## src/rtl/lane_arb_pkg.sv

```systemverilog
// Shared lane count, select widths, FSM encoding and the round-robin pick function
// for the lane arbiter and its data-path mux.
package lane_arb_pkg;

    localparam int NUM_LANES = 8;
    localparam int SEL_W     = 4;
    localparam int LANE_W    = 3;

    typedef enum logic {
        IDLE = 1'b0,
        XFER = 1'b1
    } arbState_t;

    typedef struct packed {
        logic              found;
        logic [LANE_W-1:0] lane;
    } rrPick_t;

    // The scan starts one past the previous winner, so the previous winner is checked last.
    function automatic rrPick_t next_rr(input logic [NUM_LANES-1:0] req,
                                        input logic [LANE_W-1:0]    lastGrant);
        rrPick_t           pick;
        logic [LANE_W-1:0] idx;
        pick = '0;
        for (int k = 1; k <= NUM_LANES; k++) begin
            idx = lastGrant + LANE_W'(k);
            if (!pick.found && req[idx]) begin
                pick.found = 1'b1;
                pick.lane  = idx;
            end
        end
        return pick;
    endfunction

endpackage

```

## src/rtl/mux8.sv

```systemverilog
// 8:1 64-bit lane multiplexer; select values 8..15 return zero.
module mux8 (
    input  logic [3:0]  i_sel,
    input  logic [63:0] in_1,
    input  logic [63:0] in_2,
    input  logic [63:0] in_3,
    input  logic [63:0] in_4,
    input  logic [63:0] in_5,
    input  logic [63:0] in_6,
    input  logic [63:0] in_7,
    input  logic [63:0] in_8,
    output logic [63:0] o_data
);

    always_comb begin
        o_data = '0;
        case (i_sel)
            4'd0:    o_data = in_1;
            4'd1:    o_data = in_2;
            4'd2:    o_data = in_3;
            4'd3:    o_data = in_4;
            4'd4:    o_data = in_5;
            4'd5:    o_data = in_6;
            4'd6:    o_data = in_7;
            4'd7:    o_data = in_8;
            default: o_data = '0;
        endcase
    end

endmodule

```

## src/rtl/lane_rr_arbiter.sv

```systemverilog
// Round-robin burst scheduler sharing one 64-bit output bus among 8 show-ahead lanes,
// with a registered valid/ready output stage.
module lane_rr_arbiter
    import lane_arb_pkg::*;
#(
    parameter int BURST_LEN = 4,
    parameter int DATA_W    = 64
) (
    input  logic                 clk,
    input  logic                 rst_n,
    input  logic                 arb_en,
    input  logic [NUM_LANES-1:0] req,
    input  logic [DATA_W-1:0]    lane_data_1,
    input  logic [DATA_W-1:0]    lane_data_2,
    input  logic [DATA_W-1:0]    lane_data_3,
    input  logic [DATA_W-1:0]    lane_data_4,
    input  logic [DATA_W-1:0]    lane_data_5,
    input  logic [DATA_W-1:0]    lane_data_6,
    input  logic [DATA_W-1:0]    lane_data_7,
    input  logic [DATA_W-1:0]    lane_data_8,
    output logic [NUM_LANES-1:0] pop,
    output logic [SEL_W-1:0]     mux_sel,
    output logic                 out_valid,
    input  logic                 out_ready,
    output logic [DATA_W-1:0]    out_data,
    output logic [LANE_W-1:0]    out_lane,
    output logic                 out_last,
    output logic                 busy
);

    localparam logic [3:0] LAST_BEAT = 4'(BURST_LEN - 1);

    arbState_t             r_state;
    arbState_t             w_stateNext;
    logic [LANE_W-1:0]     r_lastGrant;
    logic [LANE_W-1:0]     r_curLane;
    logic [3:0]            r_beatCnt;
    logic                  r_outValid;
    logic [DATA_W-1:0]     r_outData;
    logic [LANE_W-1:0]     r_outLane;
    logic                  r_outLast;

    rrPick_t               w_pick;
    logic                  w_canLoad;
    logic                  w_beat;
    logic                  w_start;
    logic                  w_lastBeat;
    logic [NUM_LANES-1:0]  w_pop;
    logic [SEL_W-1:0]      w_muxSel;
    logic [DATA_W-1:0]     w_muxData;

    mux8 u_mux (
        .i_sel  (w_muxSel),
        .in_1   (lane_data_1),
        .in_2   (lane_data_2),
        .in_3   (lane_data_3),
        .in_4   (lane_data_4),
        .in_5   (lane_data_5),
        .in_6   (lane_data_6),
        .in_7   (lane_data_7),
        .in_8   (lane_data_8),
        .o_data (w_muxData)
    );

    // A lane dropping req mid-burst ends the burst without a beat, so no out_last is produced.
    always_comb begin
        w_pick      = next_rr(req, r_lastGrant);
        w_canLoad   = ~r_outValid | out_ready;
        w_lastBeat  = (r_beatCnt == LAST_BEAT);
        w_stateNext = r_state;
        w_muxSel    = '0;
        w_pop       = '0;
        w_beat      = 1'b0;
        w_start     = 1'b0;
        case (r_state)
            IDLE: begin
                if (arb_en && w_pick.found) begin
                    w_start     = 1'b1;
                    w_stateNext = XFER;
                end
            end
            XFER: begin
                w_muxSel = {1'b0, r_curLane};
                if (!req[r_curLane]) begin
                    w_stateNext = IDLE;
                end else if (w_canLoad) begin
                    w_beat           = 1'b1;
                    w_pop[r_curLane] = 1'b1;
                    if (w_lastBeat) begin
                        w_stateNext = IDLE;
                    end
                end
            end
            default: w_stateNext = IDLE;
        endcase
    end

    always_ff @(posedge clk) begin
        if (!rst_n) begin
            r_state     <= IDLE;
            r_lastGrant <= LANE_W'(NUM_LANES - 1);
            r_curLane   <= '0;
            r_beatCnt   <= '0;
        end else begin
            r_state <= w_stateNext;
            if (w_start) begin
                r_curLane   <= w_pick.lane;
                r_lastGrant <= w_pick.lane;
                r_beatCnt   <= '0;
            end else if (w_beat) begin
                r_beatCnt <= r_beatCnt + 4'd1;
            end
        end
    end

    // A new beat overwrites a beat being accepted in the same cycle, keeping out_valid high.
    always_ff @(posedge clk) begin
        if (!rst_n) begin
            r_outValid <= 1'b0;
            r_outData  <= '0;
            r_outLane  <= '0;
            r_outLast  <= 1'b0;
        end else if (w_beat) begin
            r_outValid <= 1'b1;
            r_outData  <= w_muxData;
            r_outLane  <= r_curLane;
            r_outLast  <= w_lastBeat;
        end else if (r_outValid && out_ready) begin
            r_outValid <= 1'b0;
        end
    end

    assign pop       = w_pop;
    assign mux_sel   = w_muxSel;
    assign out_valid = r_outValid;
    assign out_data  = r_outData;
    assign out_lane  = r_outLane;
    assign out_last  = r_outLast;
    assign busy      = (r_state != IDLE);

endmodule

```

## config.mk

```make
export PLATFORM = sky130hd
export DESIGN_NAME = lane_rr_arbiter
export DESIGN_NICKNAME = d
export VERILOG_FILES = /design/src/rtl/lane_arb_pkg.sv /design/src/rtl/mux8.sv /design/src/rtl/lane_rr_arbiter.sv
export SDC_FILE = /design/constraint.sdc
export NUM_CORES = 1
export LEC_CHECK = 0
export CORE_AREA = 4 4 232 234
export CTS_CLUSTER_DIAMETER = 200
export DETAILED_ROUTE_END_ITERATION = 16
export DIE_AREA = 0 0 236 238
export DONT_BUFFER_PORTS = 1
export HOLD_SLACK_MARGIN = 0.12
export PLACE_DENSITY = 0.4
export SYNTH_ARGS = -nofsm -noshare
export SYNTH_HDL_FRONTEND = slang
export SYNTH_HIERARCHICAL = 1
export SYNTH_SLANG_ARGS = --single-unit
```

## constraint.sdc

```tcl
create_clock -name clk -period 7.9 [get_ports clk]
set_clock_uncertainty 0.15 [all_clocks]
set_input_delay 1.185 -clock clk [delete_from_list [all_inputs] [get_ports clk]]
set_output_delay 1.185 -clock clk [all_outputs]
set_load 0.03 [all_outputs]
```

Yosys cells after proc, flatten, opt, wreduce, memory -nomap -nowiden
Cells that the tools add are included.

Add/subtract/negate cells: 8. Magnitude comparators: 10. Eq/ne operators: 8. Muxes and demuxes: 44. Bitwise gates (word level): 4. Reduce and logical (&&, ||, !) cells: 20.

Operators with widths (count): one-hot mux 64 bit (8 select lines) (1); less-than comparator 3 x 4 -> 1 bit (second input constant) (9); two-way mux 4 bit (8); binary-select mux 1 bit (select 3 bit) (9); two-way mux 8 bit (3); two-way mux 1 bit (20); adder 3 bit (second input constant) (4); equality test 3 bit (second input constant) (4); logical AND 1 bit (10); zero test 1 bit (7); adder 3 x 2 -> 3 bit (second input constant) (2); equality test 3 x 2 -> 1 bit (second input constant) (2); adder 4 x 1 -> 4 bit (second input constant) (1); equality test 4 x 2 -> 1 bit (second input constant) (1); zero test 4 bit (1); adder 3 x 1 -> 3 bit (second input constant) (1); demux 1 bit (select 3 bit) (1); equality test 3 x 1 -> 1 bit (second input constant) (1); >= comparator 3 x 1 -> 1 bit (second input constant) (1); two-way mux 3 bit (1); inverter 1 bit (3); one-hot mux 1 bit (2 select lines) (1); nonzero test 2 bit (1); OR reduction 2 bit (1); OR 1 bit (1).

Register bits: 80. Input bits: 524. Output and inout bits: 82. Logic and storage cells: 102.

Longest topological paths before layout
Gate-level depths: netlist of run 1.

Depth in word-level cells: 29. Depth in mapped cells: 13. Mapped depth without buffers: 9.

Hierarchy
The synthesis of run 1 kept the hierarchy.

By module, submodules not included: mux8 (times used 1, cells each 749, area an instance 4963.5 µm², seq. area each 0.0 µm²); lane_rr_arbiter (times used 1, cells each 491, area an instance 4033.9 µm², seq. area each 1601.5 µm²).

Worst setup path before layout of run 1
No wires, ideal clock.

Kind: input to output. Start: in req[4]. End: out pop[6]. Arrival time: 3310 ps. Data required time: 6565 ps. Path slack: 3255 ps. Cell stages on the path: 8. Path buffers: 2. Cells stage by stage: clkbuf_1 -> mux4_2 -> mux2_2 -> nand2_1 -> nor2_1 -> buf_2 -> nand2_1 -> nor3b_1.

Cells in the longest elaborated chain, start to end: 4.

Ends and longest elaborated chain: start, declared (RTL line lane_rr_arbiter.sv:12) `input logic [NUM_LANES-1:0] req,`; binary-select mux 1 bit (select 3 bit) (RTL line lane_rr_arbiter.sv:84) `if (!req[r_curLane]) begin`; two-way mux 1 bit (implied by the code) (RTL line lane_rr_arbiter.sv:84); two-way mux 8 bit (RTL line lane_rr_arbiter.sv:84); two-way mux 8 bit (RTL line lane_rr_arbiter.sv:75) `case (r_state)`; end, declared (RTL line lane_rr_arbiter.sv:21) `output logic [NUM_LANES-1:0] pop,`.

No other way between the ends. The select of a mux whose other input is x is not followed.

Worst setup path in the final report of run 1
Start: in req[1]. End: out pop[5].

The elaborated chain is that of the path after synthesis.

==> results by group, run 1 <==
Clocking
  – CTS tree: built
  – Post-CTS setup buffer count: 0
  – Worst-path clk slew: 0.06 ns
  – CTS max path bufs: 2
  – TritonCTS Sinks: 80
  – H-tree Lvls: 3
  – Clk_lat worst skew: 0.37 ns
  – CTS Hold Bufs: 0
  – Cts repair resizes: 0
  – Root Buffer: clkbuf_16
  – Cts bufs inserted: 9

Worst hold path
  – HP Class: flop to flop

Critical path
  – Crit path max-delay cell type: nor3b_1
  – CP peak stage delay: 0.90 ns
  – WP data arrival: 3.66 ns
  – Startpoint Class: input port
  – Crit. End Element: output pin
  – Critical path type: input port to output pin
  – Largest delay contributor family on the critical path: simple AND/OR/NAND/NOR gates
  – Most frequent cell on the critical path: nand2_1
  – Crit-path max FO: 71
  – Buf+Inv Stages, Crit Path: 1
  – CP Data Required Time: 6.57 ns
  – Cell breakdown of the critical path: mux4_2, mux2_2, nand2_1, nor2_4, buf_4, nand2_1, nor3b_1

Synthesis
  – Asr flop ratio synth: 0%
  – Area of the mapped netlist: 0.00900 sq mm
  – Sequential fraction of the synthesis area: 17.8%
  – Yosys cell types: 67
  – Post-Synthesis Cells: 1240
  – Number of flops mapped to enable cells by yosys: 0
  – Yosys reg bits: 80
  – Ys Warns: 6
  – Mapped Avg Cell Area: 7.26 sq um
  – Synth Flop Type: dfxtp_1

Finish
  – # nets final: 1660
  – Non-filler instance count after layout: 1829
  – Area grow syn2layout: 7.51%
  – Fillcell total: 5936
  – Share of cells above drive strength 1: 12.1%
  – Post-route cell area: 0.00967 sq mm

Floorplan
  – Core area: 0.0520 sq mm
  – Chip width: 236 um
  – Die height: 238 um
  – Top-Level Pins: 606
  – Area of the die: 0.0562 sq mm
  – Initial Util: 17.3%
  – Core Rows: 84

Timing
  – Hold slack: 0.330 ns
  – Max-slew headroom: 30.4%
  – Crit share post-route: 63.3%
  – Setup tns final: 0 ns
  – Final Setup Violations: 0
  – RSZ-0062 raised after global routing: no
  – Endpoints failing hold: 0
  – Worst-Margin Slew: 1.04 ns
  – Fmax: 0.200 GHz
  – Max-slew violation count: 0
  – Min Tclk post-route: 5.00 ns

Global route
  – Number of global-route vias before repair: 9259
  – Initial antenna violation count: 3
  – Total congestion overflow: 0
  – First-pass GRT wire length: 60900 um
  – Gr usage total: 14.3%
  – Largest net degree at the start of global routing: 174

Routing
  – Final wirelength: 43200 um
  – Drt initial violations: 680
  – Routed len/inst: 23.6 um
  – Via density: 5.13
  – DRC errors left: 0
  – Detailed Routing Iterations Pass 1: 7
  – Vias post-DR: 9374
  – ANT nets after route: 0

Placed design
  – Post-Place Cells: 1810
  – Placer Congestion: 0.841
  – Port Buf Inserts: 0
  – Area after DPL: 0.00939 sq mm
  – DP HPWL: 32400 um

Flow run
  – Max Cap Viol: 0

Pwr
  – Worst VDD drop: 0.123 mV
  – P_leak: 0.00290 uW
  – Total Power: 1640 uW
  – PwrDens: 170 mW/mm^2

Run status
  – Status: complete, no violations
==> metal layers <==
| metal | up-vias | part of all wire (%) | global-route usage [%] |
|---|---|---|---|
| met5 | - | 0 | 0 |
| met2 | 464 | 47 | 23.2 |
| met4 | 0 | 3.0 | 5.39 |
| li1 | 4338 | - | - |
| met3 | 46 | 6.7 | 3.19 |
| met1 | 4526 | 43 | 18.6 |
==> tightest hold or removal path, stage by stage, from the launching register on <==
cell     delay [ns]
dfxtp_1        0.33
nand2_1        0.06
a21oi_1        0.05
==> placed cells by master, fill, tap and decap left out, drive strengths merged, types with 5 or more instances in the layout <==
cell type  synthesis  layout
mux4              14      14
mux2i             73      73
o21ai              9       9
nor3              10      10
nand3             67      67
or3b              64      64
inv                7       7
nand3b           127     127
or4               63      63
nand2b             7       7
a22o              65      65
a21oi            207     207
nor2b              5       5
nor2              76      76
nand2            153     153
clkbuf            70      12
conb               1       8
mux2               8       8
dfxtp             80      80
buf               73      18
==> cells by family after synthesis <==
| kind of cell | Yosys count | synth area share [%] |
|---|---|---|
| buf+inv | 151 | 8.05 |
| other cells | 1 | 0.0417 |
| mux | 95 | 12.7 |
| simple gates | 596 | 38.9 |
| compound gates | 307 | 21.4 |
| flops | 80 | 17.8 |
| fa+ha+maj | 3 | 0.417 |
| xor+xnor | 7 | 0.765 |
==> where the power goes <==
part / switching [uW] / total, uW / internal (uW)
Sequential: 96.7 / 530 / 433
Combinational: 405 / 692 / 287
Clock: 197 / 419 / 222
Total: 699 / 1640 / 942
==> synthesized netlist by cell type, types with 48 or more instances <==
library cell | number | share of area, %
a21oi_1 | 206 | 11
nand2_1 | 153 | 6.4
nand3b_1 | 127 | 11
dfxtp_1 | 80 | 18
nor2_1 | 76 | 3.2
mux2i_1 | 72 | 8.0
clkbuf_1 | 70 | 2.9
nand3_1 | 67 | 3.7
a22o_1 | 65 | 6.3
or3b_2 | 64 | 6.2
or4_1 | 63 | 5.3
buf_2 | 48 | 2.7
==> layout make-up <==
cell class | instances | area [sq um] | area share, %
Sequential cell | 80 | 1600 | 16.6
Timing Repair Buffer | 18 | 148 | 1.53
Multi-Input combinational cell | 1016 | 6750 | 69.8
Tap cell | 688 | 861 | 8.90
Antenna cell | 3 | 7.51 | 0.0776
Clock buffer | 12 | 246 | 2.55
Clock inverter | 4 | 28.8 | 0.298
Inverter | 8 | 31.3 | 0.323
==> state kept, by name, indices dropped and copies added (netlist names) <==
signal	flops
out_last	1
r_lastGrant	3
out_data	64
r_curLane	3
out_lane	3
busy	1
r_beatCnt	4
out_valid	1
==> path summary, 6_finish.rpt <==
path / startpoint / end / slack (ns) / cells after the start
hold / removal: r_beatCnt[1]$_SDFFE_PP0P_ / r_beatCnt[1]$_SDFFE_PP0P_ / 0.33 / 2
hold reg to reg: r_beatCnt[1]$_SDFFE_PP0P_ / r_beatCnt[1]$_SDFFE_PP0P_ / 0.33 / 2
setup / recovery: req[1] / pop[5] / 2.90 / 7
setup reg to reg: r_lastGrant[0]$_SDFFE_PN1P_ / r_curLane[2]$_SDFFE_PN0P_ / 3.77 / 9
==> per-stage QoR <==
stage,utilization [%],setup WS (ns)
after floorplan,-,3.25
after global placement,18.0,2.75
after detailed placement,18.0,2.83
after CTS,18.6,2.81
after global routing,18.6,2.60
final,18.6,2.90
Power figures use the tool's default switching activity.
==> run 2, diff against run 1 <==
Clock period 7.9 ns to 4.7 ns, I/O delays scaled along.
==> results by group, run 2 (same netlist as run 1, synthesis figures left out) <==
Floorplan
  – Initial Util: 17.3% (unchanged)
  – Chip width: 236 um (unchanged)
  – Top-Level Pins: 606 (unchanged)
  – Core Rows: 84 (unchanged)
  – Core area: 0.0520 sq mm (unchanged)
  – Area of the die: 0.0562 sq mm (unchanged)
  – Die height: 238 um (unchanged)

Global route
  – First-pass GRT wire length: 61900 um (+1.7%)
  – Total congestion overflow: 0 (unchanged)
  – Number of global-route vias before repair: 9213 (-0.50%)
  – Gr usage total: 14.6% (+0.34 points)
  – Largest net degree at the start of global routing: 138 (-21%)
  – Initial antenna violation count: 5 (+2)

Finish
  – Area of the multi-input gates: 0.00675 sq mm (unchanged)
  – Most common cell after layout, fill and taps aside: a21oi_1
  – Register Area: 0.00160 sq mm (unchanged)
  – # nets final: 1669 (+0.54%)
  – Max FFs per register: 64 (unchanged)
  – Commonest non-fill, non-tap cells in the layout: a21oi_1, nand2_1, nand3b_1, dfxtp_1, nor2_1
  – Share of cells above drive strength 1: 13.0% (+0.86 points)
  – Area grow syn2layout: 9.39%
  – Core Util, Final: 18.9% (+0.32 points)
  – Fillcell total: 5904 (-0.54%)

Critical path
  – Cell breakdown of the critical path: mux4_2, mux2_2, and2_1, nand2_4, nor3_1
  – Critical path type: flop to output pin
  – WP data arrival: 2.80 ns (-0.86 ns)
  – Crit-path max FO: 38 (-46%)
  – Largest delay contributor family on the critical path: simple AND/OR/NAND/NOR gates
  – Crit. End Element: output pin
  – CP Data Required Time: 3.85 ns (-2.72 ns)
  – Buf+Inv Stages, Crit Path: 0 (-1)
  – Crit path max-delay cell type: nor3_1
  – CP peak stage delay: 0.86 ns (-0.04 ns)
  – Startpoint Class: flop

Routing
  – Detailed Routing Iterations Pass 1: 7 (unchanged)
  – Vias post-DR: 9507 (+1.4%)
  – Via density: 5.18 (+0.98%)
  – Drt initial violations: 731 (+7.5%)
  – Routed len/inst: 24.4 um (+3.4%)
  – DRC errors left: 0 (unchanged)
  – Final wirelength: 44900 um (+3.9%)
  – ANT nets after route: 0 (unchanged)

Timing
  – RSZ-0062 raised after global routing: no
  – Min Tclk post-route: 3.66 ns
  – Worst-Margin Slew: 0.967 ns (-0.0747 ns)
  – Final Setup Violations: 0 (unchanged)
  – Final worst setup slack: 1.04 ns (-1.86 ns)
  – Setup tns final: 0 ns (unchanged)
  – Max-slew violation count: 0 (unchanged)
  – Crit share post-route: 77.8%
  – Max-slew headroom: 35.4% (+5.0 points)
  – Endpoints failing hold: 0 (unchanged)
  – Fmax: 0.273 GHz

Run status
  – Status: complete, no violations

Placed design
  – Port Buf Inserts: 0 (unchanged)
  – DP HPWL: 33500 um (+3.4%)
  – Placer Congestion: 0.874 (+3.9%)
  – Dpl ws: 1.35 ns (-1.48 ns)

Worst hold path
  – HP Class: input port to flop

Flow run
  – Max Cap Viol: 0 (unchanged)

Clocking
  – Post-CTS setup buffer count: 0 (unchanged)
  – H-tree Lvls: 3 (unchanged)
  – CTS tree: built
  – TritonCTS Sinks: 80 (unchanged)
  – Root Buffer: clkbuf_16
  – CTS max path bufs: 2 (unchanged)
  – Cts repair resizes: 0 (unchanged)
  – Worst-path clk slew: 0.07 ns (about the same)
  – Cts bufs inserted: 9 (unchanged)
  – Clk_lat worst skew: 0.37 ns (about the same)
  – CTS Hold Bufs: 0 (unchanged)

Pwr
  – Worst VDD drop: 0.216 mV (+75%)
  – PwrDens: 301 mW/mm^2 (+77%)
  – P_leak: 0.00299 uW (+3.1%)
-- run 2: cell type report --
| cell class | instances | share of cell area (%) |
|---|---|---|
| multi-input combinational | 1016 | 68.6 |
| sequential | 80 | 16.3 |
| tap | 688 | 8.75 |
| timing repair buffer | 27 | 2.44 |
| clock buffer | 10 | 2.43 |
| clock inverter | 6 | 1.17 |
| inverter | 8 | 0.318 |
| antenna | 2 | 0.0509 |
-- run 2: path summary, 6_finish.rpt --
kind                                             startpoint                   endpoint  slack, ns  cells past startpoint
worst max-delay path              r_curLane[0]$_SDFFE_PN0P_                     pop[3]       1.04                      5
worst min-delay path                                  rst_n  r_curLane[2]$_SDFFE_PN0P_       0.33                      1
worst max register to register  r_lastGrant[0]$_SDFFE_PN1P_  r_curLane[2]$_SDFFE_PN0P_       1.32                      9
worst min register to register    r_beatCnt[1]$_SDFFE_PP0P_  r_beatCnt[1]$_SDFFE_PP0P_       0.34                      2
-- run 2: per-stage QoR --
stage | hold WS, ns | instance area (sq um) | std cells | total power (uW)
CTS | 0.288 | 9840 | 1835 | 3020
global route | 0.307 | 9840 | 1836 | 3140
global placement | 0.315 | 9480 | 1819 | 2080
floorplan | 0.304 | 9020 | 1247 | 1800
finish | 0.331 | 9840 | 1837 | 2960
detailed placement | 0.321 | 9480 | 1819 | 2090
-- run 2: where the power goes --
part,total (uW),switching [uW],internal [uW],leakage (uW)
Clock,886,349,537,0.000169
Sequential,865,138,727,0.000648
Combinational,1210,716,493,0.00217
-- run 2: routing by layer --
| metal | vias up | global-route usage, % | share of wire (%) |
|---|---|---|---|
| li1 | 4344 | - | - |
| met1 | 4580 | 19.0 | 42 |
| met2 | 522 | 23.6 | 47 |
| met3 | 59 | 3.66 | 7.8 |
| met4 | 2 | 5.46 | 2.8 |
| met5 | - | 0 | 0.040 |
-- run 2: worst reg2reg max path, cell delays in order, from the launching register on --
cell and delay (ns):
dfxtp_1 0.34, inv_2 0.10, ha_1 0.73, mux4_2 0.63, a221oi_1 0.26, a21oi_1 0.09, nor3_2 0.22, o221ai_2 0.15
a221oi_1 0.44, a2bb2o_2 0.24
==> run 3, diff against run 2 <==
Clock period 4.7 ns to 3.4 ns, I/O delays scaled along.
==> results by group, run 3 (same netlist as run 1, synthesis figures left out) <==
Worst hold path
  – Hold path depth: 3 (+2)
  – HP Class: input port to flop

Global route
  – Gr usage total: 15.3% (+0.69 points)
  – Total congestion overflow: 0 (unchanged)
  – Number of global-route vias before repair: 9388 (+1.9%)
  – Initial antenna violation count: 7 (+2)
  – Largest net degree at the start of global routing: 64 (-54%)
  – First-pass GRT wire length: 64600 um (+4.4%)

Finish
  – # nets final: 1707 (+2.3%)
  – Post-route cell area: 0.0102 sq mm (+4.1%)
  – Max FFs per register: 64 (unchanged)
  – Area grow syn2layout: 13.9%
  – Commonest non-fill, non-tap cells in the layout: a21oi_1, nand2_1, nand3b_1, dfxtp_1, nor2_1
  – Most common cell after layout, fill and taps aside: a21oi_1
  – Share of cells above drive strength 1: 15.5% (+2.5 points)

Placed design
  – Port Buf Inserts: 0 (unchanged)
  – Area after DPL: 0.00992 sq mm (+4.6%)
  – Placer Congestion: 0.891 (+1.9%)
  – DP HPWL: 35300 um (+5.5%)

Pwr
  – Worst VDD drop: 0.252 mV (+17%)
  – PwrDens: 391 mW/mm^2 (+30%)
  – P_leak: 0.00321 uW (+7.5%)

Critical path
  – Crit path max-delay cell type: dfxtp_1
  – Largest delay contributor family on the critical path: multiplexers
  – CP peak stage delay: 0.59 ns (-0.27 ns)
  – Cell breakdown of the critical path: mux4_2, mux2_2, and2_1, nand2_4, nor4b_1, buf_4
  – Startpoint Class: flop
  – Crit-path max FO: 12 (-68%)
  – WP data arrival: 2.44 ns (-0.36 ns)
  – Critical path type: flop to output pin
  – Reg2Reg Depth: 9 (unchanged)
  – CP Data Required Time: 2.74 ns (-1.11 ns)
  – Buf+Inv Stages, Crit Path: 1 (+1)
  – Crit. End Element: output pin
  – CP Depth: 6 (+1)

Routing
  – Vias post-DR: 9601 (+0.99%)
  – Met1 WL: 19400 um (+2.0%)
  – ANT nets after route: 0 (unchanged)
  – DR WL met3: 3720 um (+5.9%)
  – Via density: 5.12 (-1.2%)
  – DRC errors left: 0 (unchanged)
  – Final wirelength: 46000 um (+2.6%)
  – Drt initial violations: 739 (+1.1%)
  – Detailed Routing Iterations Pass 1: 5 (-2)
  – Max Used Layer: met5
  – Met2 wire length: 21900 um (+3.8%)
  – Routed len/inst: 24.5 um (+0.38%)

Clocking
  – CTS tree: built
  – Cts bufs inserted: 9 (unchanged)
  – TritonCTS Sinks: 80 (unchanged)
  – Cts repair resizes: 0 (unchanged)
  – CTS max path bufs: 2 (unchanged)
  – Worst-path clk slew: 0.08 ns (about the same)
  – Clk_lat worst skew: 0.38 ns (about the same)
  – Post-CTS setup buffer count: 0 (unchanged)
  – Root Buffer: clkbuf_16
  – H-tree Lvls: 3 (unchanged)

Timing
  – Endpoints failing hold: 0 (unchanged)
  – Min Tclk post-route: 3.10 ns
  – Max-slew violation count: 0 (unchanged)
  – Crit share post-route: 91.1%
  – Worst-Margin Slew: 0.589 ns (-0.379 ns)
  – Hold slack: 0.212 ns (-0.119 ns)
  – Max-slew headroom: 60.7% (+25 points)
  – Fmax: 0.323 GHz
  – RSZ-0062 raised after global routing: no
  – Final Setup Violations: 0 (unchanged)
  – Setup tns final: 0 ns (unchanged)

Floorplan
  – Die height: 238 um (unchanged)
  – Core Rows: 84 (unchanged)
  – Chip width: 236 um (unchanged)
  – Core area: 0.0520 sq mm (unchanged)
  – Top-Level Pins: 606 (unchanged)
  – Area of the die: 0.0562 sq mm (unchanged)
  – Initial Util: 17.3% (unchanged)

Run status
  – Status: complete, no violations

Flow run
  – Max Cap Viol: 0 (unchanged)
[run 3: cell types whose count changed in the layout (fill, tap and decap cells not counted)]
cell           before  now
buf_12              3   16
buf_4              24   48
bufinv_16           3    1
clkbuf_1            0    2
clkinvlp_4          1    2
diode_2             2    4
dlygate4sd3_1       0    1
inv_6               1    0
[run 3: path summary, 6_finish.rpt]
path | start | endpoint | slack, ns
max | r_curLane[0]$_SDFFE_PN0P_ | pop[2] | 0.30
min | rst_n | r_curLane[1]$_SDFFE_PN0P_ | 0.21
max reg2reg | r_lastGrant[0]$_SDFFE_PN1P_ | r_curLane[2]$_SDFFE_PN0P_ | 0.47
min reg2reg | r_beatCnt[1]$_SDFFE_PP0P_ | r_beatCnt[1]$_SDFFE_PP0P_ | 0.34
[run 3: power by group]
group          leakage, uW  switching, uW  internal, uW
Clock             0.000139            477           592
Combinational      0.00242            989           763
Sequential        0.000648            182          1010
[run 3: timing repair]
action / 4_1_cts / 5_1_grt
hold endpoints to repair: 1 / 0
setup endpoints to repair: 0 / 0
hold buffers: 1 / 0
[run 3: stage by stage]
step	total power [uW]	setup WS, ns	std cells	utilization, %
3_5_place_dp	2960	0.474	1856	19.1
6_report	4010	0.304	1877	19.7
4_1_cts	4100	0.235	1873	19.7
5_1_grt	4280	0.149	1875	19.7
3_3_place_gp	2970	0.480	1856	19.1
2_1_floorplan	2490	0.105	1247	-
[run 3: cell type report]
type                    count  area [sq um]
repair buffers             65           691
inverters                   8          31.3
flip-flops and latches     80          1600
multi-input cells        1016          6750
diodes                      4          10.0
well taps                 688           861
clock buffers              12           246
fillers                  5889         41800
clock inverters             4          53.8
[run 3: routing by layer]
metal  vias up  GRT usage (%)
li1       4420              -
met1      4661           19.4
met2       470           25.0
met3        48           4.53
met4         2           5.20
met5         -              0
[run 3: worst min-delay path: cells and delay by family]
family / cells / cell delay [ns]
AO/OA/AOI/OAI: 1 / 0.06
buffers and inverters: 1 / 0.03
AND/OR/NAND/NOR: 1 / 0.09
